## config.mk

```make
export PLATFORM = sky130hd
export DESIGN_NAME = neuron_mac
export DESIGN_NICKNAME = d
export VERILOG_FILES = /design/src/rtl/fnn_pkg.sv /design/src/rtl/sat_shift.sv /design/src/rtl/neuron_mac.sv
export SDC_FILE = /design/constraint.sdc
export NUM_CORES = 1
export LEC_CHECK = 0
export BUFFER_PORTS_ARGS = -buffer_cell sky130_fd_sc_hd__clkbuf_2
export CAP_MARGIN = 40
export CORE_MARGIN = 5
export CORE_UTILIZATION = 25
export DETAILED_ROUTE_END_ITERATION = 10
export GPL_TIMING_DRIVEN = 0
export PLACE_DENSITY = 0.37
export SYNTH_ARGS = -nofsm -noshare
export SYNTH_HDL_FRONTEND = slang
export SYNTH_SLANG_ARGS = --single-unit
export TNS_END_PERCENT = 5
```

## constraint.sdc

```tcl
create_clock -name clk -period 14.01 [get_ports clk]
set_clock_uncertainty 0.05 [all_clocks]
set_input_delay 1.401 -clock clk [delete_from_list [all_inputs] [get_ports clk]]
set_output_delay 1.401 -clock clk [all_outputs]
set_load 0.02 [all_outputs]
```

## src/rtl/fnn_pkg.sv

```systemverilog
// fnn_pkg: shared types and constants for the fully connected network neurons.
// Provides the neuron FSM state type, the default fixed-point format (Q4.12)
// and a helper computing the overflow-free accumulator width.
package fnn_pkg;

  typedef enum logic [1:0] {
    ACCUM  = 2'd0,
    DRAIN  = 2'd1,
    OUTPUT = 2'd2
  } state_e;

  localparam int DATA_W    = 16;
  localparam int FRAC_BITS = 12;

  // Full-precision products plus enough headroom for num_w of them.
  function automatic int acc_width(input int data_w, input int num_w);
    return 2 * data_w + $clog2(num_w);
  endfunction

endpackage

```

## src/rtl/sat_shift.sv

```systemverilog
// sat_shift: arithmetic right shift by fracBits (truncating) followed by
// saturation into a signed dataWidth result. Purely combinational.
// Ports: sum_i (inW-bit two's complement sum), res_o (saturated dataWidth result).
module sat_shift
  import fnn_pkg::*;
#(
  parameter int inW       = acc_width(DATA_W, 30) + 1,
  parameter int dataWidth = DATA_W,
  parameter int fracBits  = FRAC_BITS
) (
  input  logic [inW-1:0]       sum_i,
  output logic [dataWidth-1:0] res_o
);

  logic signed [inW-1:0]       shr;
  logic [inW-dataWidth:0]      top;

  assign shr = $signed(sum_i) >>> fracBits;
  // The result fits only if every bit above the output sign bit copies it.
  assign top = shr[inW-1:dataWidth-1];

  always_comb begin
    res_o = shr[dataWidth-1:0];
    if (!((top == '0) || (top == '1))) begin
      res_o = shr[inW-1] ? {1'b1, {(dataWidth-1){1'b0}}}
                         : {1'b0, {(dataWidth-1){1'b1}}};
    end
  end

endmodule

```

## src/rtl/neuron_mac.sv

```systemverilog
// neuron_mac: single-neuron multiply-accumulate engine. Streams numWeight
// activations, reads one weight per accepted activation from an external
// registered-read memory, accumulates x*w, adds bias, shifts/saturates and
// optionally applies ReLU (macro NEURON_RELU_EN; linear output when undefined).
// Ports: clk/rst_n (sync active-low); in_data/in_valid/in_ready activation
// stream; bias; w_ren/w_radd/w_data weight memory; out_data/out_valid result.
module neuron_mac
  import fnn_pkg::*;
#(
  parameter int numWeight    = 30,
  parameter int addressWidth = $clog2(numWeight),
  parameter int dataWidth    = DATA_W,
  parameter int fracBits     = FRAC_BITS
) (
  input  logic                    clk,
  input  logic                    rst_n,
  input  logic [dataWidth-1:0]    in_data,
  input  logic                    in_valid,
  output logic                    in_ready,
  input  logic [dataWidth-1:0]    bias,
  output logic                    w_ren,
  output logic [addressWidth-1:0] w_radd,
  input  logic [dataWidth-1:0]    w_data,
  output logic [dataWidth-1:0]    out_data,
  output logic                    out_valid
);

  localparam int ACC_W  = acc_width(dataWidth, numWeight);
  localparam int PROD_W = 2 * dataWidth;
  localparam int SUM_W  = ACC_W + 1;
  localparam logic [addressWidth-1:0] LAST = addressWidth'(numWeight - 1);

  state_e                    state_q, state_d;
  logic [addressWidth-1:0]   count_q, count_d;
  logic                      rdy_q;
  logic                      accept;
  logic [dataWidth-1:0]      x_q;
  logic                      v1_q, v2_q;   // x_q / prod_q hold a live operand
  logic signed [PROD_W-1:0]  prod_d, prod_q;
  logic [ACC_W-1:0]          acc_q, acc_d;
  logic [SUM_W-1:0]          sum;
  logic [dataWidth-1:0]      sat_res, res_d;
  logic [dataWidth-1:0]      out_data_q;
  logic                      out_valid_q;

  assign accept   = in_valid && rdy_q;
  assign in_ready = rdy_q;
  assign w_ren    = accept;
  assign w_radd   = count_q;

  // Weight returns one cycle after the read, lining up with x_q.
  assign prod_d = $signed({{dataWidth{x_q[dataWidth-1]}}, x_q}) *
                  $signed({{dataWidth{w_data[dataWidth-1]}}, w_data});

  always_comb begin
    acc_d = acc_q;
    if (state_q == OUTPUT) begin
      acc_d = '0;
    end else if (v2_q) begin
      acc_d = acc_q + {{(ACC_W-PROD_W){prod_q[PROD_W-1]}}, prod_q};
    end
  end

  always_comb begin
    state_d = state_q;
    count_d = count_q;
    case (state_q)
      ACCUM: begin
        if (accept) begin
          if (count_q == LAST) begin
            count_d = '0;
            state_d = DRAIN;
          end else begin
            count_d = count_q + addressWidth'(1);
          end
        end
      end
      // Once x_q is empty the last product sits in prod_q and is being
      // folded into acc this cycle, so acc is final in the next one.
      DRAIN:   if (!v1_q) state_d = OUTPUT;
      OUTPUT:  state_d = ACCUM;
      default: state_d = ACCUM;
    endcase
  end

  // Bias is aligned to the accumulator's binary point before adding.
  assign sum = {acc_q[ACC_W-1], acc_q} +
               {{(SUM_W-fracBits-dataWidth){bias[dataWidth-1]}}, bias, {fracBits{1'b0}}};

  sat_shift #(
    .inW       (SUM_W),
    .dataWidth (dataWidth),
    .fracBits  (fracBits)
  ) u_sat_shift (
    .sum_i (sum),
    .res_o (sat_res)
  );

`ifdef NEURON_RELU_EN
  assign res_d = sat_res[dataWidth-1] ? '0 : sat_res;
`else
  assign res_d = sat_res;
`endif

  always_ff @(posedge clk) begin
    if (!rst_n) begin
      state_q     <= ACCUM;
      count_q     <= '0;
      rdy_q       <= 1'b0;
      x_q         <= '0;
      v1_q        <= 1'b0;
      v2_q        <= 1'b0;
      prod_q      <= '0;
      acc_q       <= '0;
      out_data_q  <= '0;
      out_valid_q <= 1'b0;
    end else begin
      state_q     <= state_d;
      count_q     <= count_d;
      rdy_q       <= (state_d == ACCUM);
      v1_q        <= accept;
      v2_q        <= v1_q;
      if (accept) x_q <= in_data;
      prod_q      <= prod_d;
      acc_q       <= acc_d;
      out_valid_q <= (state_q == OUTPUT);
      if (state_q == OUTPUT) out_data_q <= res_d;
    end
  end

  assign out_data  = out_data_q;
  assign out_valid = out_valid_q;

endmodule

```

==> Word-level counts from Yosys, hierarchy flattened <==
Cells that the tools add are included.
{ "op_classes": {"reduce_logical": 7, "multipliers": 1, "bitwise": 1, "n_eq_ne": 4, "muxes": 7, "n_addsub": 3} }
{ "op_table": {"columns": ["cell", "count"], "rows": [
  ["adder 37 x 28 -> 38 bit", 1],
  ["adder 37 bit", 1],
  ["multiplier 16 x 16 -> 32 bit", 1],
  ["two-way mux 16 bit", 2],
  ["equality test 23 bit, second input constant", 1],
  ["zero test 23 bit", 1],
  ["two-way mux 2 bit", 3],
  ["adder 5 x 1 -> 5 bit, second input constant", 1],
  ["equality test 5 bit, second input constant", 1],
  ["two-way mux 5 bit", 1],
  ["zero test 2 bit", 2],
  ["one-hot mux 2 bit (2 select lines)", 1],
  ["equality test 2 x 1 -> 1 bit, second input constant", 1],
  ["equality test 2 bit, second input constant", 1],
  ["AND reduction 2 bit", 1],
  ["OR reduction 2 bit", 1],
  ["logical AND 1 bit", 1],
  ["logical OR 1 bit", 1],
  ["inverter 1 bit", 1]
]} }
{ "word_totals": {"reg_bits": 112} }

==> Depth between registers and ports, before layout <==
{ "logic_depth": {"word_depth": 5, "ltp_mapped": 24} }

==> Modules after synthesis <==
From an unflattened synthesis, not the netlist that was laid out.
{ "hier_totals": {"hier_cells": 1843, "area_unflattened_um2": 16438.3} }
{ "modules_own_cells": {"columns": ["mod", "cells_each", "instances", "area_per_inst_um2", "seq_area_each_um2"], "rows": [
  ["neuron_mac", 1799, 1, 16198.0, 2242.2],
  ["sat_shift", 44, 1, 240.2, 0.0]
]} }

==> Worst setup path before layout <==
No wires, ideal clock.
{ "synth_timing": {"kind": "input -> register", "startpoint": "in w_data[1]", "endpoint": "reg prod_q[31]", "path_stages": 22, "arrival_ps": 6927, "path_buffers": 1, "setup_time_ps": 70, "path_slack_ps": 6962, "cell_sequence": "clkbuf_1 nand2_1 inv_1 fa_1 fa_1 fa_1 fa_1 fa_1 inv_1 fa_1 inv_1 ha_1 a21o_1 a21o_1 a221oi_1 o221ai_1 nand2_1 o21ai_0 o21ai_0 a21oi_1 or3_1 a21oi_1"} }
{ "synth_via": {"elab_chain_cells": 1} }
{ "synth_rtl": {"columns": ["element", "line_no", "rtl"], "rows": [
  ["start: declaration", "neuron_mac.sv:23", "input logic [dataWidth-1:0] w_data,"],
  ["multiplier 16 x 16 -> 32 bit", "neuron_mac.sv:52", "assign prod_d = $signed({{dataWidth{x_q[dataWidth-1]}}, x_q}) *"],
  ["end signal: assignment", "neuron_mac.sv:124", "prod_q <= prod_d;"],
  ["end: declaration", "neuron_mac.sv:39", "logic signed [PROD_W-1:0] prod_d, prod_q;"]
]} }
No other way between the ends.
A chain may end at the register's enable or synchronous reset.

==> Final worst setup path <==
Ends and elaborated chain as after synthesis.

==> results.py <==
metrics = {
    "yosys": {
        "synth-seq-cells": 112,
        "synth_warnings": 0,
        "synth_area_leaders": "fa_1 31%, dfxtp_1 13%, ha_1 11%",
        "yosysTopAreaCell": "fa_1",
        "synth_area_sq_um": 16880,
        "yosys-top-cells-count": "305 x inv_1, 264 x fa_1, 225 x nand2_1",
        "synthArstFlopShare_pct": 0,
        "synthCells": 1919,
        "yosysSeqAreaShare_pct": 13.29,
        "ys.flop_type": "dfxtp_1",
        "syn_avg_cell_area_sq_um": 8.794,
        "synth.net_count": 2379,
        "synth_cell_types": 79,
        "synth_top_area_share_pct": 31.32,
        "synth-edff-count": 0,
        "synth_most_common_cell": "inv_1",
    },
    "worst_setup_path": {
        "r2r_setup_slack_ns": 6.63,
        "rr_endpoint": "prod_q[30]$_SDFF_PN0_",
        "reg2reg_from": "x_q[8]$_SDFFE_PN0P_",
        "r2r_cells": 22,
        "required_ns": 14.27,
        "start_kind": "primary input",
        "endpoint_kind": "flop",
        "critPathKind": "in2reg",
        "crit_arrival_ns": 8.09,
        "worst-path-max-fanout": 10,
    },
    "final_layout": {
        "area_growth_pct": 10.62,
        "postLayoutCellArea_sq_um": 18670,
        "num-fill-cells": 7271,
        "multi_input_area_sq_um": 13240,
        "antennaDiodeCount": 0,
        "regArea_sq_um": 2242,
        "drive_gt1_share_pct": 6.415,
        "fin_nets": 2466,
    },
    "timing": {
        "fin_crit_ns": 7.828,
        "worst_pin_slew_ns": 0.7649,
        "timing.final.crit_share_pct": 55.87,
        "tns_ns": 0,
        "finalHoldViolCount": 0,
        "rsz0062_at_grt": "no",
        "setup_viol": 0,
        "slew_viol_final": 0,
        "hold_ws_ns": 0.4122,
        "relSlewSlack_pct": 49.00,
        "fmax_ghz": 0.1278,
    },
    "power_and_ir_drop": {
        "p_int_w": 0.0009212,
        "seqPwrFrac_pct": 23.2,
        "clockPowerShare_pct": 17.0,
        "power_density_nw_per_um2": 88.82,
        "p_leak_nw": 8.994,
        "switching_power_w": 0.0007369,
        "sw_frac_of_total_pct": 44.44,
        "combPwrFrac_pct": 59.8,
        "ir_worst_vdd_mv": 0.04971,
    },
    "floorplanning": {
        "initial_core_util_pct": 25.17,
        "die_h_microns": 269.8,
        "design.die.area_sq_um": 72800,
        "die_w_microns": 269.8,
        "fp-row-count": 95,
        "design.core.area_sq_um": 67040,
        "num_io_pins": 75,
    },
    "hold_path": {
        "min_path_type": "reg2reg",
        "min_from": "v1_q$_SDFF_PN0_",
        "hold_depth": 1,
        "hold_end": "state_q[1]$_SDFF_PN0_",
    },
    "grt": {
        "globalRouteTotalUtil_pct": 13.66,
        "grt_antenna_before_repair": 0,
        "grt_overflow": 0,
        "grt_max_degree": 18,
        "grt_pass1_wl_mm": 79.14,
        "grt_pass1_vias": 13810,
    },
    "cts": {
        "clockBufferDepth": 2,
        "cts_hold_buf": 0,
        "post_cts_buffers": 0,
        "h-tree-depth": 3,
        "clkSlewWorstSetupHoldPaths_ns": 0.08,
        "cts_tree": "yes",
        "cts.repair.resized": 0,
        "cts-root-buf": "clkbuf_16",
        "cts.sink_count": 112,
        "cts_buffers": 9,
        "clkLatencyLatePin_ns": 0.39,
    },
    "routing": {
        "postRouteAntennaNets": 0,
        "via_per_inst": 4.486,
        "wire_per_inst_microns": 17.08,
        "drt_iter0_drc": 468,
        "firstDrtPassIters": 6,
        "drcViolationCount": 0,
        "vias": 12940,
        "wl_mm": 49.26,
    },
    "placement": {
        "dpl.hpwl_mm": 42.29,
        "gp_congestion": 0.8278,
        "place_area_sq_um": 18370,
        "port_buffers": 73,
    },
    "run": {
        "cap_violations": 0,
    },
    "run_status": {
        "status": "finished, final reports clean",
    },
}
placed cells by master, fill, tap and decap left out, drive strengths merged, types with 18 or more instances in the layout:
cell    netlist  layout
a211oi       18      18
a21o         44      44
a21oi        93      93
and2        140     140
clkbuf       54     139
dfxtp       112     112
fa          264     264
ha          145     145
inv         305     305
mux2i        24      24
nand2       225     225
nand3        29      29
nor2         98      98
nor3         20      20
o211ai       20      20
o21a         18      18
o21ai        55      55
xnor2        43      43
xor2         32      32
layout make-up:
type	instances	area share [%]
multi-input cells	1440	70.93
flip-flops and latches	112	12.01
inverters	306	6.153
well taps	873	5.851
repair buffers	76	2.138
clock buffers	12	1.320
plain buffers	61	1.307
clock inverters	4	0.2882
logic make-up after synthesis:
group           synth area share (%)
flops                          13.29
fa+ha+maj                      42.07
buf+inv                        8.252
compound gates                 13.40
mux                            1.490
simple gates                   17.61
xor+xnor                       3.892
sequential cells by signal (all words and copies together) (netlist names):
name / count
prod_q: 32
v1_q: 1
x_q: 16
acc_q: 37
v2_q: 1
state_q: 2
w_radd: 5
out_valid: 1
out_data: 16
in_ready: 1
power groups by stage:
stage | clock (W) | sequential (W) | combinational, W
final | 0.000282 | 0.000385 | 0.000991
after global routing | 0.000309 | 0.000390 | 0.00114
after CTS | 0.000298 | 0.000386 | 0.00100
after detailed placement | 0 | 0.000393 | 0.000996
after global placement | 0 | 0.000394 | 0.000995
after floorplan | 0 | 0.000378 | 0.000761
worst max-delay path by stage:
stage / startpoint / to / depth (start not counted)
floorplan: w_data[1] / prod_q[31]$_SDFF_PN0_ / 22
global placement: w_data[7] / prod_q[30]$_SDFF_PN0_ / 25
detailed placement: w_data[7] / prod_q[28]$_SDFF_PN0_ / 25
CTS: w_data[7] / prod_q[30]$_SDFF_PN0_ / 25
global route: w_data[7] / prod_q[30]$_SDFF_PN0_ / 25
finish: w_data[1] / prod_q[31]$_SDFF_PN0_ / 21
layer usage:
layer,wire length (microns),track usage (%),vias up
met1,24420,18.95,6314
met3,1551,2.079,38
met4,839,2.967,0
li1,-,-,6392
met2,22450,22.64,194
met5,0,0,-
worst max-delay path: stages:
cell       delay (ns)
clkbuf_2         0.17
clkbuf_1         0.50
nand2_1          0.18
fa_1             0.58
fa_1             0.53
fa_1             0.52
inv_1            0.05
ha_1             0.30
fa_1             0.51
fa_1             0.43
ha_1             0.35
a2111oi_0        0.38
o21ai_0          0.24
a41oi_1          0.57
o221ai_1         0.30
nand2_1          0.10
o21ai_0          0.16
o21ai_0          0.22
a21oi_1          0.11
or3_1            0.35
a21oi_1          0.12
metrics by stage:
| stage | setup WS [ns] | power, W | instances | util, % |
|---|---|---|---|---|
| 3_5_place_dp | 5.761 | 0.001389 | 2868 | 27.40 |
| 5_1_grt | 5.825 | 0.001839 | 2884 | 27.85 |
| 6_report | 6.182 | 0.001658 | 2884 | 27.85 |
| 3_3_place_gp | 5.836 | 0.001389 | 2865 | 27.35 |
| 2_1_floorplan | 6.962 | 0.001138 | 1919 | - |
| 4_1_cts | 6.209 | 0.001688 | 2884 | 27.85 |
(Power assumes the default switching activity.)
